<file path="src/rtl/sw_led_ctrl.sv">
// sw_led_ctrl: debounced switches driving LEDs in direct, toggle, blink or inverted mode.
// Blink hardware is built only when macro SW_LED_BLINK_EN is defined.
module sw_led_ctrl #(
    parameter int N_CH      = 4,
    parameter int DB_CYCLES = 16,
    parameter int BLINK_DIV = 8
) (
    input  logic            clk,
    input  logic            rst,
    input  logic [N_CH-1:0] sw,
    input  logic [1:0]      mode,
    output logic [N_CH-1:0] led,
    output logic [N_CH-1:0] chg
);

    localparam int            CW       = $clog2(DB_CYCLES);
    localparam logic [CW-1:0] CNT_LAST = CW'(DB_CYCLES - 1);

    logic [N_CH-1:0] s1;
    logic [N_CH-1:0] sync;
    logic [N_CH-1:0] db;
    logic [N_CH-1:0] t;
    logic [N_CH-1:0] db_nx;
    logic [N_CH-1:0] t_nx;
    logic [N_CH-1:0] chg_nx;
    logic [N_CH-1:0] blk;
    logic [N_CH-1:0] led_nx;
    logic [CW-1:0]   cnt    [N_CH];
    logic [CW-1:0]   cnt_nx [N_CH];

    always_ff @(posedge clk) begin
        if (rst) begin
            s1   <= '0;
            sync <= '0;
        end else begin
            s1   <= sw;
            sync <= s1;
        end
    end

    // A mismatch must persist DB_CYCLES clocks before db follows sync
    always_comb begin
        db_nx  = db;
        t_nx   = t;
        chg_nx = '0;
        for (int i = 0; i < N_CH; i++) begin
            cnt_nx[i] = '0;
            if (sync[i] != db[i]) begin
                if (cnt[i] == CNT_LAST) begin
                    db_nx[i]  = sync[i];
                    chg_nx[i] = 1'b1;
                    if (sync[i])
                        t_nx[i] = ~t[i];
                end else begin
                    cnt_nx[i] = cnt[i] + 1'b1;
                end
            end
        end
    end

    always_ff @(posedge clk) begin
        if (rst) begin
            db  <= '0;
            t   <= '0;
            chg <= '0;
            for (int i = 0; i < N_CH; i++)
                cnt[i] <= '0;
        end else begin
            db  <= db_nx;
            t   <= t_nx;
            chg <= chg_nx;
            for (int i = 0; i < N_CH; i++)
                cnt[i] <= cnt_nx[i];
        end
    end

`ifdef SW_LED_BLINK_EN
    localparam int            BW         = (BLINK_DIV > 1) ? $clog2(BLINK_DIV) : 1;
    localparam logic [BW-1:0] BLINK_LAST = BW'(BLINK_DIV - 1);

    logic [BW-1:0] bcnt;
    logic          ph;

    always_ff @(posedge clk) begin
        if (rst) begin
            bcnt <= '0;
            ph   <= 1'b0;
        end else if (bcnt == BLINK_LAST) begin
            bcnt <= '0;
            ph   <= ~ph;
        end else begin
            bcnt <= bcnt + 1'b1;
        end
    end

    assign blk = db & {N_CH{ph}};
`else
    assign blk = db;
`endif

    always_comb begin
        led_nx = db;
        unique case (mode)
            2'b00: led_nx = db;
            2'b01: led_nx = t;
            2'b10: led_nx = blk;
            2'b11: led_nx = ~db;
        endcase
    end

    always_ff @(posedge clk) begin
        if (rst)
            led <= '0;
        else
            led <= led_nx;
    end

endmodule
</file>
<file path="config.mk">
export PLATFORM = sky130hd
export DESIGN_NAME = sw_led_ctrl
export DESIGN_NICKNAME = d
export VERILOG_FILES = /design/src/rtl/sw_led_ctrl.sv
export SDC_FILE = /design/constraint.sdc
export NUM_CORES = 1
export LEC_CHECK = 0
export ABC_AREA = 1
export ABC_CLOCK_PERIOD_IN_PS = 3200
export CAP_MARGIN = 40
export CORE_ASPECT_RATIO = 1.75
export CORE_MARGIN = 3
export CORE_UTILIZATION = 59
export DETAILED_ROUTE_END_ITERATION = 16
export PLACE_DENSITY = 0.85
export SLEW_MARGIN = 10
export SYNTH_ARGS = -nofsm -noshare
export SYNTH_HDL_FRONTEND = slang
export SYNTH_SLANG_ARGS = --single-unit
</file>
<file path="constraint.sdc">
create_clock -name clk -period 3.2 [get_ports clk]
set_clock_uncertainty 0.05 [all_clocks]
set_input_delay 0.64 -clock clk [delete_from_list [all_inputs] [get_ports clk]]
set_output_delay 0.64 -clock clk [all_outputs]
set_load 0.005 [all_outputs]
</file>
======== Word-level counts from Yosys, hierarchy flattened ========
Memory sizes are Yosys's and may differ from the RTL's.
Cells that the tools add are included.
storage, ports and cells
  register bits ........................... 24
  RAM bits ................................ 16
  input bits .............................. 8
  output and inout bits ................... 8
  word-level logic and storage cells ...... 78
  memories kept ........................... 1
cells by class
  add/subtract/negate cells ............... 4
  equality and inequality tests ........... 11
  muxes and demuxes ....................... 20
  bitwise gates (word level) .............. 13
  reduce and logical (&&, ||, !) cells .... 14
memory list
  name  depth  bits a word  rd ports  clocked after memory_dff  write ports  line  RTL
  cnt   4      4            4         0                         4            28    logic [CW-1:0] cnt [N_CH];
operator list
  operator                                             number
  two-way mux 4 bit                                    12
  adder 4 x 1 -> 4 bit, second input constant          4
  equality test 4 bit, second input constant           4
  one-hot mux 4 bit (3 select lines)                   1
  AND reduction 3 bit                                  4
  OR reduction 2 bit                                   5
  NOT 1 bit                                            8
  AND reduction 2 bit                                  4
  two-way mux 1 bit                                    7
  equality test 2 bit, second input constant           2
  != test 1 bit                                        4
  NOT 4 bit                                            1
  bitwise OR 1 bit                                     4
  equality test 2 x 1 -> 1 bit, second input constant  1
  logical NOT 2 bit                                    1

======== Logic depth before layout (Yosys ltp) ========
Gate-level depths: netlist of run 1.
  word-level depth ........................ 4
  depth in mapped cells ................... 7
  depth with buffers taken out ............ 7

======== Worst setup path after synthesis of run 1 ========
OpenSTA, ideal clock, no wires.
  kind .................................... in2reg
  from .................................... input port mode[0]
  to ...................................... register led[2]
  library setup time ...................... 0.113 ns
  arrival time ............................ 1.008 ns
  required time ........................... 3.037 ns
  setup slack ............................. 2.028 ns
  stages .................................. 5
  buffers on the path ..................... 1
  path through ............................ buf_4 nand3_1 nand2_1 nor2_1 nor2_1
on the way
  cells in the longest elaborated chain, start to end .. 3
  elaborated cells between the ends (all ways) .. 6
  classes of those cells .................. eq/ne: 3; mux: 1; reduce/logical: 2
ends and longest elaborated chain
  item                                                             line  RTL
  from (decl)                                                      11    input logic [1:0] mode,
  equality test 2 bit / logical NOT 2 bit (equally long branches)  103   unique case (mode)
  OR reduction 2 bit (no source line)                              n/a
  one-hot mux 4 bit (3 select lines) (*)                           103
  to (signal assigned)                                             115   led <= led_nx;
  to (decl)                                                        12    output logic [N_CH-1:0] led,
Mark *: on every way between the ends. The rest lies on a longest branch, timed or not.
A chain may end at the register's enable or synchronous reset.

==> reports/qor.txt, run 1 <==
Fin. Hold Viols - 0
Worst-margin pin slew - 694.9 ps
H-tree lvl count - 2
Synth warn - 0
Total die area - 3377 um^2
Starting density of the core - 0.6300
Most common cell in the netlist - nor2_1
Total number of vias - 1279
Mean post-synth cell area - 8.025 um^2
Core Util, Final - 0.7257
Post-route clock period utilization - 0.5932
Final setup fails - 0
WP data required - 3330 ps
Clock Latency Late Sink - 290 ps
Die Y - 74.66 um
Sinks on Clock Net - 40
CTS tree - yes
Setup crit end kind - flip-flop
Total track usage - 0.1892
Top_reg_cell synth - dfxtp_1
Layout net count - 234
Clock Path Buffers - 2
CTS Hold Bufs - 0
Crit path max fanout - 18
Antenna violations before repair - 0
DR iter-0 viols - 34
Total gr overflow - 0
Design area - 1831 um^2
Slew Viols, Final - 0
Post-DRT Antenna Nets - 0
Final worst path period need - 1898 ps
GP Congestion - 0.7446
Vias in the first global route - 1211
Syn Nets - 214
Post-CTS setup buffers - 0
Fill count - 197
Sequential share of the synthesized area - 0.5039
DP HPWL - 2048 um
Drt total wl - 2684 um
Area occupied by registers - 800.8 um^2
Outcome - finished clean
Dominant cells by area after synthesis - dfxtp_1 50%, nor2_1 13%, ha_1 6.3%
Leakage Power - 0.7306 nW
Mapped Area - 1589 um^2
Vias/cell - 5.242
# rows - 24
Wire per inst - 11.00 um
Area delta synth->final - 15.20%
DRC - 0
Ant diodes - 0
Post-synth top cells - 56 x nor2_1, 40 x dfxtp_1, 26 x inv_1
Fmax - 526.8 MHz
Worst setup SP type - input pin
I/O pin cnt - 16
Yosys reg bits - 40
Post-synth cell types - 17
PostCTS Resize Cnt - 0
PwrDens - 468.6 nW/um^2
Core area - 2522 um^2
Fraction of layout cells with a size suffix above 1 - 0.07798
Die width - 45.23 um
Synth area leader - dfxtp_1
Drt pass-1 iters - 4
CTS root buffer - clkbuf_8
Setup TNS - 0 ps
RSZ-0062 raised after global routing - false
Slew margin rel. - 0.5353
Area of the multi-input gates - 664.4 um^2
Port Buffers - 15
First-pass GRT wire length - 4664 um
TritonCTS Buffers - 5
HP Class - reg2reg
Syn Inst Count - 198
Post-synth EDFFs - 0
Post-Place Setup Slack - 1012 ps
Setup slack after layout - 1302 ps
Share of synthesized registers carrying an async set or reset - 0
Post-DP Area - 1753 um^2
Maxcap violations - 0
Largest net degree at the start of global routing - 19
Max VDD drop - 0.0003932 V
CTS clock-pin slew for the worst setup and hold paths - 70 ps
Share of the synthesized area in the top cell type - 0.5039
Crit path kind - in2reg
CP Data Arrival Time - 2030 ps
critical path, cell delays in order:
cell and delay (ps):
clkdlybuf4s50_1 920, nor2_1 160, inv_1 140, nor2_2 50
nor2_1 90, nor2_1 50
path summary, 6_finish.rpt:
check,startpoint,endpoint,slack [ps],cells after the start
setup / recovery,rst,blk[1],1300,6
hold / removal,s1[1],sync[1],360,2
hold reg to reg,s1[1],sync[1],360,2
setup reg to reg,blk[3],cnt[3][2],1880,5
cell usage in the layout, fill, tap and decap left out, drive strengths merged:
master	instances
nand4	4
nor3	3
o21ai	1
nor3b	3
buf	1
nand3	19
nand2	21
clkbuf	6
a21oi	9
dfxtp	40
inv	26
ha	8
clkinv	1
nor2	61
clkdlybuf4s50	15
metal layers:
metal	up-vias	routed length [um]	global-route usage
li1	659	-	-
met1	584	1048	0.2037
met2	29	1455	0.3233
met3	7	98	0.05742
met4	0	81	0.09772
met5	-	0	0
cell families after synthesis:
logic type | after synthesis | share of synthesized area
buffers and inverters | 29 | 0.07795
AO/OA/AOI/OAI | 10 | 0.03386
adder cells (fa/ha/maj) | 8 | 0.06299
AND/OR/NAND/NOR | 111 | 0.3213
flip-flops | 40 | 0.5039
flip-flops by register name (all words and copies together), names as in the netlist:
register	flops
cnt	16
blk	4
chg	4
led	4
s1	4
sync	4
t	4
where the power goes:
| part | leakage [nW] | internal [mW] | switching (mW) | total [mW] |
|---|---|---|---|---|
| logic | 0.365 | 0.0200 | 0.0220 | 0.0420 |
| registers | 0.325 | 0.506 | 0.00389 | 0.510 |
| clock network | 0.0410 | 0.148 | 0.158 | 0.306 |
final cells by class:
cell class              instances  share of cell area
clock buffers                   6             0.03964
clock inverters                 1            0.002734
inverters                      26             0.05331
multi-input cells             129              0.3630
flip-flops and latches         40              0.4375
well taps                      26             0.01777
repair buffers                 16             0.08612
metrics by stage:
stage	hold slack [ps]	total power, mW	std cells
after global routing	367.6	0.8905	244
after detailed placement	344.7	0.5631	237
after global placement	342.0	0.5608	237
after CTS	360.0	0.8655	244
after floorplan	338.3	0.5457	198
final	358.6	0.8578	244
No activity file was read; power rests on OpenSTA's default activity.
==> inputs of run 2 (changes only) <==
--- a/config.mk
+++ b/config.mk
@@ -6,13 +6,13 @@
 export NUM_CORES = 1
 export LEC_CHECK = 0
 export ABC_AREA = 1
-export ABC_CLOCK_PERIOD_IN_PS = 3200
+export ABC_CLOCK_PERIOD_IN_PS = 1700
 export CAP_MARGIN = 40
 export CORE_ASPECT_RATIO = 1.75
 export CORE_MARGIN = 3
-export CORE_UTILIZATION = 59
+export CORE_UTILIZATION = 49
 export DETAILED_ROUTE_END_ITERATION = 16
-export PLACE_DENSITY = 0.85
+export PLACE_DENSITY = 0.76
 export SLEW_MARGIN = 10
 export SYNTH_ARGS = -nofsm -noshare
 export SYNTH_HDL_FRONTEND = slang
==> constraint.sdc (replaced) <==
create_clock -name clk -period 1.7 [get_ports clk]
set_clock_uncertainty 0.05 [all_clocks]
set_input_delay 0.34 -clock clk [delete_from_list [all_inputs] [get_ports clk]]
set_output_delay 0.34 -clock clk [all_outputs]
set_load 0.005 [all_outputs]
==> run 2 against run 1 <==
  * Register-to-register slack got worse by 1400 ps
  * Clock power increased by 100%
  * Die area increased by 18%
==> reports/qor.txt, run 2 (same netlist as run 1, synthesis figures left out) <==
GP Congestion - 0.7322
Crit path kind - reg2out
Sinks on Clock Net - 40
Die Y - 81.33 um
Slew Viols, Final - 0
Final setup fails - 0
Slowest stage delay, CP - 500 ps
Vias/cell - 4.636
Layout net count - 234
Post-route clock period utilization - 0.8641
Wire per inst - 9.027 um
Port Buffers - 15
Clock Latency Late Sink - 280 ps
Fmax - 680.7 MHz
Final worst path period need - 1469 ps
Maxcap violations - 0
Post-DRT Antenna Nets - 0
Vias in the first global route - 1119
Sequential Power Share - 0.578
# rows - 26
Total number of vias - 1210
Crit path max fanout - 1
Total gr overflow - 0
H-tree lvl count - 2
Ant diodes - 0
Slew margin rel. - 0.7419
Worst setup SP type - flip-flop
Largest net degree at the start of global routing - 23
Fraction of layout cells with a size suffix above 1 - 0.07763
Area delta synth->final - 18.03%
Fill count - 278
DR iter-0 viols - 23
CTS tree - yes
PwrDens - 885.3 nW/um^2
Clock Path Buffers - 2
Max FFs per register - 16
Dpl cells - 253
PostCTS Resize Cnt - 0
CP Data Arrival Time - 1080 ps
DP HPWL - 1734 um
CTS root buffer - clkbuf_8
CTS Hold Bufs - 0
First-pass GRT wire length - 4278 um
HP Class - reg2reg
Delay-heaviest family, CP - buffers and inverters
Fin. Hold Viols - 0
Most common library cell in the layout ignoring fill and taps - nor2_1
Slowest CP cell - clkdlybuf4s50_1
Crit-path cells - clkdlybuf4s50_1
Non-Filler Instances - 261
Post-CTS setup buffers - 0
DRC - 0
Most frequent cells in the layout - 56 x nor2_1, 40 x dfxtp_1, 26 x inv_1
Core area - 3025 um^2
Antenna violations before repair - 0
Internal power - 1.324 mW
Outcome - finished clean
Gate power share - 0.049
WP data required - 1310 ps
Switching pwr - 0.3368 mW
Drt pass-1 iters - 4
Clock power share - 0.374
Starting density of the core - 0.5252
Biggest register - cnt
Switch share - 0.2028
Setup crit end kind - primary output
Total track usage - 0.1375
TritonCTS Buffers - 5
Setup TNS - 0 ps
Leakage Power - 0.7396 nW
Worst-margin pin slew - 385.9 ps
Drt total wl - 2356 um
CTS clock-pin slew for the worst setup and hold paths - 70 ps
Die width - 49.05 um
Total die area - 3989 um^2
RSZ-0062 raised after global routing - false
Buf/Inv on CP - 1
Max VDD drop - 0.0007249 V
I/O pin cnt - 16
run 2: changes by cell type in the layout (fill, tap and decap cells not counted), sizes merged:
cell    change
clkbuf      +2
clkinv      -1
run 2: layout make-up:
type                            instances  area [um^2]  share of cell area
Sequential cell                        40        800.8              0.4270
Multi-Input combinational cell        129        664.4              0.3542
Timing Repair Buffer                   16        170.2             0.09073
Inverter                               26        97.59             0.05203
Clock buffer                            8        90.09             0.04803
Tap cell                               42        52.55             0.02802
run 2: final timing paths:
path	end	slack [ps]	start	depth (start not counted)
setup / recovery	led[0]	230	led[0]	1
setup reg to reg	blk[3]	480	blk[3]	7
hold reg to reg	sync[2]	360	s1[2]	2
hold / removal	sync[2]	360	s1[2]	2
run 2: worst reg2reg max path: stages, from the launching register on:
cell and delay [ps]:
dfxtp_1 310, inv_1 70, ha_1 300, nor2_1 140, inv_1 90, nor2_4 80
nor2_1 40, nor2_1 70
run 2: layer usage:
layer / global-route usage / part of all wire / up-vias
met1: 0.1409 / 0.46 / 528
met4: 0.06268 / 0.018 / 0
met3: 0.05321 / 0.036 / 6
met5: 0 / 0 / -
li1: - / - / 659
met2: 0.2452 / 0.49 / 17
run 2: metrics by stage:
stage	power, mW	hold slack (ps)	setup WS, ps	utilization	cell area (um^2)
4_1_cts	1.679	354.4	217.9	0.6199	1876
3_5_place_dp	1.062	345.9	173.0	0.5902	1785
6_report	1.660	355.2	231.0	0.6199	1876
5_1_grt	1.735	376.6	169.2	0.6199	1876
3_3_place_gp	1.061	339.8	186.7	0.5902	1785
2_1_floorplan	1.027	338.3	582.8	-	1589
run 2: power groups by stage:
stage          Sequential [mW]  Combinational, mW  Clock (mW)
5_1_grt                  0.960             0.0917       0.683
3_5_place_dp             0.981             0.0810           0
3_3_place_gp             0.980             0.0808           0
2_1_floorplan            0.980             0.0470           0
4_1_cts                  0.959             0.0815       0.638
6_report                 0.959             0.0808       0.620
